--- config.mk ---
export PLATFORM = sky130hd
export DESIGN_NAME = mmio_io_controller
export DESIGN_NICKNAME = d
export VERILOG_FILES = /design/src/rtl/mmio_io_controller.sv
export SDC_FILE = /design/constraint.sdc
export NUM_CORES = 1
export LEC_CHECK = 0
export CAP_MARGIN = 30
export CORE_AREA = 3 3 212 214
export DETAILED_ROUTE_END_ITERATION = 10
export DIE_AREA = 0 0 215 217
export GPL_ROUTABILITY_DRIVEN = 0
export GPL_TIMING_DRIVEN = 0
export SKIP_CTS_REPAIR_TIMING = 1
export SLEW_MARGIN = 20
export SYNTH_ARGS = -nofsm -noshare
export SYNTH_HDL_FRONTEND = slang
export SYNTH_SLANG_ARGS = --single-unit
--- constraint.sdc ---
create_clock -name clock -period 18.4 [get_ports clock]
set_clock_uncertainty 0.05 [all_clocks]
set_input_delay 3.68 -clock clock [delete_from_list [all_inputs] [get_ports clock]]
set_output_delay 3.68 -clock clock [all_outputs]
set_load 0.03 [all_outputs]
--- src/rtl/mmio_io_controller.sv ---
// Data-memory bus responder that owns the button, status and output-port MMIO addresses.
// Optional saturating press counter at BUTTON_ADDR+8 is enabled by defining MMIO_PRESS_COUNT_EN.
module mmio_io_controller #(
  parameter logic [31:0] BUTTON_ADDR     = 32'd1000,
  parameter logic [31:0] STATUS_ADDR     = 32'd1004,
  parameter logic [31:0] OUTPUT_ADDR     = 32'd2000,
  parameter int          FIFO_DEPTH      = 8,
  parameter int          DEBOUNCE_CYCLES = 4
) (
  input  logic        clock,
  input  logic        reset,
  input  logic [31:0] address_dmem,
  input  logic [31:0] data,
  input  logic        wren,
  input  logic [31:0] ram_q,
  output logic [31:0] q_dmem,
  input  logic        button_in,
  output logic [31:0] out_data,
  output logic        out_valid,
  input  logic        out_ready
);

  localparam int AW = $clog2(FIFO_DEPTH);
  localparam int CW = AW + 1;
  localparam int DW = $clog2(DEBOUNCE_CYCLES + 1);

  typedef enum logic {STABLE, COUNTING} db_state_e;

  logic          sync1_q, sync1_d, sync2_q, sync2_d;
  db_state_e     state_q, state_d;
  logic [DW-1:0] db_cnt_q, db_cnt_d, db_cnt_inc;
  logic          btn_level_q, btn_level_d;
  logic          press_flag_q, press_flag_d;
  logic          overflow_q, overflow_d;
  logic [AW-1:0] wr_ptr_q, wr_ptr_d, rd_ptr_q, rd_ptr_d;
  logic [CW-1:0] count_q, count_d;
  logic [31:0]   mem_q [FIFO_DEPTH];

  logic sel_btn, sel_status, sel_out;
  logic press_event, fifo_valid, fifo_full, push, pop, push_ok;

  assign sel_btn    = (address_dmem == BUTTON_ADDR);
  assign sel_status = (address_dmem == STATUS_ADDR);
  assign sel_out    = (address_dmem == OUTPUT_ADDR);

  // Debounce: a new level is accepted only after DEBOUNCE_CYCLES consecutive differing samples.
  always_comb begin
    sync1_d     = button_in;
    sync2_d     = sync1_q;
    state_d     = state_q;
    db_cnt_d    = db_cnt_q;
    btn_level_d = btn_level_q;
    db_cnt_inc  = db_cnt_q + DW'(1);
    case (state_q)
      STABLE: begin
        if (sync2_q != btn_level_q) begin
          state_d  = COUNTING;
          db_cnt_d = DW'(1);
        end
      end
      COUNTING: begin
        if (sync2_q == btn_level_q) begin
          state_d  = STABLE;
          db_cnt_d = '0;
        end else if (db_cnt_inc == DW'(DEBOUNCE_CYCLES)) begin
          btn_level_d = sync2_q;
          state_d     = STABLE;
          db_cnt_d    = '0;
        end else begin
          db_cnt_d = db_cnt_inc;
        end
      end
      default: begin
        state_d  = STABLE;
        db_cnt_d = '0;
      end
    endcase
  end

  assign press_event = btn_level_d & ~btn_level_q;

  always_comb begin
    press_flag_d = press_flag_q;
    if (press_event) begin
      press_flag_d = 1'b1;
    end else if (wren && sel_btn) begin
      press_flag_d = 1'b0;
    end
  end

  assign fifo_valid = (count_q != '0);
  assign fifo_full  = (count_q == CW'(FIFO_DEPTH));
  assign push       = wren && sel_out;
  assign pop        = fifo_valid && out_ready;
  assign push_ok    = push && (!fifo_full || pop);

  // A push that finds the FIFO full with no pop to make room is dropped and flagged.
  always_comb begin
    wr_ptr_d   = wr_ptr_q;
    rd_ptr_d   = rd_ptr_q;
    count_d    = count_q;
    overflow_d = overflow_q;
    if (push_ok) begin
      wr_ptr_d = wr_ptr_q + AW'(1);
    end
    if (pop) begin
      rd_ptr_d = rd_ptr_q + AW'(1);
    end
    case ({push_ok, pop})
      2'b10:   count_d = count_q + CW'(1);
      2'b01:   count_d = count_q - CW'(1);
      default: count_d = count_q;
    endcase
    if (push && !push_ok) begin
      overflow_d = 1'b1;
    end else if (wren && sel_status) begin
      overflow_d = 1'b0;
    end
  end

  always_ff @(posedge clock) begin
    if (push_ok) begin
      mem_q[wr_ptr_q] <= data;
    end
  end

  always_ff @(posedge clock) begin
    if (!reset) begin
      sync1_q      <= 1'b0;
      sync2_q      <= 1'b0;
      state_q      <= STABLE;
      db_cnt_q     <= '0;
      btn_level_q  <= 1'b0;
      press_flag_q <= 1'b0;
      overflow_q   <= 1'b0;
      wr_ptr_q     <= '0;
      rd_ptr_q     <= '0;
      count_q      <= '0;
    end else begin
      sync1_q      <= sync1_d;
      sync2_q      <= sync2_d;
      state_q      <= state_d;
      db_cnt_q     <= db_cnt_d;
      btn_level_q  <= btn_level_d;
      press_flag_q <= press_flag_d;
      overflow_q   <= overflow_d;
      wr_ptr_q     <= wr_ptr_d;
      rd_ptr_q     <= rd_ptr_d;
      count_q      <= count_d;
    end
  end

`ifdef MMIO_PRESS_COUNT_EN
  logic        sel_pcnt, pcnt_clear;
  logic [15:0] press_cnt_q, press_cnt_d;

  assign sel_pcnt   = (address_dmem == BUTTON_ADDR + 32'd8);
  assign pcnt_clear = wren && sel_pcnt;

  // An increment coinciding with a clear leaves exactly that one press counted.
  always_comb begin
    press_cnt_d = press_cnt_q;
    if (press_event) begin
      if (pcnt_clear) begin
        press_cnt_d = 16'd1;
      end else if (press_cnt_q != 16'hFFFF) begin
        press_cnt_d = press_cnt_q + 16'd1;
      end
    end else if (pcnt_clear) begin
      press_cnt_d = '0;
    end
  end

  always_ff @(posedge clock) begin
    if (!reset) begin
      press_cnt_q <= '0;
    end else begin
      press_cnt_q <= press_cnt_d;
    end
  end
`endif

  assign out_valid = reset && fifo_valid;
  assign out_data  = out_valid ? mem_q[rd_ptr_q] : '0;

  // While reset is held, I/O addresses read as zero rather than exposing stale state.
  always_comb begin
    q_dmem = ram_q;
    if (sel_btn) begin
      q_dmem = reset ? {30'b0, press_flag_q, btn_level_q} : '0;
    end else if (sel_status) begin
      q_dmem = reset ? {overflow_q, 15'b0, 16'(count_q)} : '0;
    end else if (sel_out) begin
      q_dmem = '0;
    end
`ifdef MMIO_PRESS_COUNT_EN
    else if (sel_pcnt) begin
      q_dmem = reset ? {16'b0, press_cnt_q} : '0;
    end
`endif
  end

endmodule

==> out/metrics.yaml <==
cp.required_ns: 14.67
async_reset_ff_share_pct: 0
p_per_area_mw_per_mm2: 86.20
ios: 166
peakVddDrop_mv: 0.04721
overflow: 0
max_freq_ghz: 0.1002
syn_avg_cell_area_um2: 18.86
hold_start: "sync1_q"
die-area_mm2: 0.04666
yosys_warnings: 0
die_w_um: 215
layout-drive-gt1-share_pct: 20.70
synth-seq-area-share_pct: 72.29
post_dp_cell_area_mm2: 0.01396
cts_tree: "built"
port_buffers: 165
cp_slowest_cell: "clkdlybuf4s50_1"
drcViolationCount: 0
worstHoldPathCells: 1
syn-num-nets: 704
startpoint_type: "input pin"
vias: 6232
setup_tns_ns: 0
path_cells: "clkdlybuf4s50_1, nor4_1, nand3_1, a211oi_4, buf_6, o21ai_0, clkdlybuf4s50_1"
fin_area_mm2: 0.01486
reg2reg_to: "mem_q[2][18]"
r2r_setup_slack_ns: 15.32
grt_max_degree: 19
r2r_start: "count_q[1]"
tightest_slew_ns: 0.9604
syn_inst: 596
slew_violations: 0
grt_pass1_wl_mm: 40.03
grtUsageTotal_pct: 11.09
r2r_cells: 10
first_global_vias: 6670
synth_area_mm2: 0.01124
ys_seq_elements: 278
synth_cell_types: 51
cts_root_buf: "clkbuf_16"
setup.worst_path.end_class: "output pin"
wirelength_mm: 26.23
area_growth_pct: 32.16
ys.flop_type: "edfxtp_1"
holdPathEnd: "sync2_q"
rows: 76
drv_cap: 0
p_leak_nw: 4.708
htree_levels: 1
min_period_over_period_pct: 54.24
hold_viol_final: 0
path_class: "input pin to output pin"
cpMostUsedCell: "clkdlybuf4s50_1"
outcome: "finished, final reports clean"
slew_headroom_pct: 35.97
start_util_pct: 26.10
drt_iter0_drc: 369
dieHeight_um: 217
synth_edf_count: 256
arrival_ns: 6.25
finalSetupViolations: 0
rsz0062_at_grt: "false"
cts_max_path_buffers: 3
final_nets: 942
crit_fanout: 10
drtAntennaViolNets: 0
diodes: 0
avgViaCountPerCell: 4.328
slowest_delay_ns: 0.61
cts.sinks: 278
clock_latency_ns: 0.53
min_period_ns: 9.979
wire_per_inst_um: 18.21
core_area_mm2: 0.04308
grt_antenna_before_repair: 2
post-dp-hpwl_mm: 18.80
firstDrtPassIters: 4
hold_class: "flop to flop"
cts_made_buffers: 29
path_clk_slew_ns: 0.06
finalPower_mw: 1.281
[registers in the layout, summed over array words and instances, names as in the netlist, named ones only]
register      flops
count_q           4
btn_level_q       1
press_flag_q      1
sync2_q           1
wr_ptr_q          3
overflow_q        1
sync1_q           1
rd_ptr_q          3
db_cnt_q          3
state_q           1
mem_q           256
[synthesized netlist by cell type (2+ instances only)]
library cell | instances | area (um^2)
edfxtp_1 | 256 | 7687
mux4_2 | 64 | 1441
nor2_1 | 47 | 176.4
mux2i_1 | 36 | 360.4
dfxtp_1 | 22 | 440.4
nor2b_1 | 22 | 137.6
clkbuf_1 | 16 | 60.06
nand2_1 | 14 | 52.55
a21oi_1 | 11 | 55.05
and2b_1 | 7 | 52.55
buf_2 | 7 | 35.03
ha_1 | 7 | 87.58
nand2b_1 | 6 | 37.54
nor3_1 | 6 | 30.03
nand3_1 | 5 | 25.02
nand4_1 | 5 | 31.28
nor4_1 | 5 | 31.28
xor2_1 | 5 | 43.79
inv_1 | 4 | 15.01
nand3b_1 | 4 | 30.03
and3_1 | 3 | 18.77
and4_1 | 3 | 26.28
buf_1 | 3 | 11.26
a21bo_2 | 2 | 20.02
a31oi_1 | 2 | 12.51
a32oi_1 | 2 | 17.52
and2_1 | 2 | 12.51
and4bb_2 | 2 | 25.02
buf_6 | 2 | 22.52
nor3b_1 | 2 | 15.01
nor4b_1 | 2 | 17.52
o21ai_0 | 2 | 10.01
xnor2_1 | 2 | 17.52
[final cells by class]
type	instances	area [um^2]
clock inverter	18	138.9
fill	4097	28220
multi-input combinational	285	3010
sequential	278	8128
tap	585	732.0
clock buffer	34	744.5
inverter	4	15.01
timing repair buffer	207	1954
buffer	29	136.4
[power by group]
part           leakage, nW  total [mW]  internal, mW  switching [mW]
combinational         1.80      0.0494        0.0273          0.0221
clock                0.428       0.542         0.315           0.227
sequential            2.48       0.690         0.689        0.000296
[through the flow]
step	utilization [%]	hold WS [ns]	cells	setup slack, ns
finish	34.50	0.3877	1440	8.421
floorplan	-	0.3619	596	9.548
CTS	34.47	0.3926	1439	8.359
global route	34.50	0.4183	1440	8.241
detailed placement	32.42	0.3776	1387	8.351
global placement	31.63	0.3754	1346	5.480
[per-layer routing]
metal	global-route usage (%)	up-vias	routed length, um
met4	2.952	4	560
li1	-	2868	-
met5	0	-	20
met2	19.10	191	12670
met3	2.416	34	1476
met1	14.23	3135	11500
[logic make-up after synthesis]
group	Yosys count	synth area share, %
flip-flops	278	72.29
AO/OA/AOI/OAI	27	1.692
adder cells (fa/ha/maj)	7	0.7790
multiplexers	100	16.02
buffers and inverters	33	1.346
XOR/XNOR	7	0.5453
AND/OR/NAND/NOR	144	7.323
[worst max-delay path: cells and delay by family]
family	cells	cell delay (ns)
compound gates	2	0.59
simple gates	2	0.70
buf+inv	3	1.28
[how the worst max path moves through the flow]
stage                      from            to  slack (ns)  cells past startpoint
4_1_cts         address_dmem[0]    q_dmem[31]        8.36                      7
2_1_floorplan  address_dmem[18]     q_dmem[0]        9.55                      5
5_1_grt         address_dmem[0]    q_dmem[31]        8.24                      7
3_3_place_gp   address_dmem[26]  mem_q[2][20]        5.48                      6
3_5_place_dp    address_dmem[0]    q_dmem[31]        8.35                      7
6_report        address_dmem[0]    q_dmem[31]        8.42                      7
[placed cells by master (no fill, tap or decap), types with 3 or more instances in the layout]
cell type,Yosys,final
edfxtp_1,256,256
clkdlybuf4s50_1,0,165
mux4_2,64,64
nor2_1,47,46
mux2i_1,36,36
clkbuf_16,0,29
buf_4,0,26
nor2b_1,22,22
dfxtp_1,22,22
clkbuf_1,16,21
buf_2,7,20
nand2_1,14,14
a21oi_1,11,11
clkinv_1,0,8
and2b_1,7,7
ha_1,7,7
nand2b_1,6,6
nand4_1,5,5
nand3_1,5,5
xor2_1,5,5
clkinv_2,0,5
nor4_1,5,4
inv_1,4,4
nor3_1,6,4
buf_6,2,4
nand3b_1,4,4
buf_1,3,3
and4_1,3,3
and3_1,3,3
Note: power is estimated with default switching activity, not from simulation.
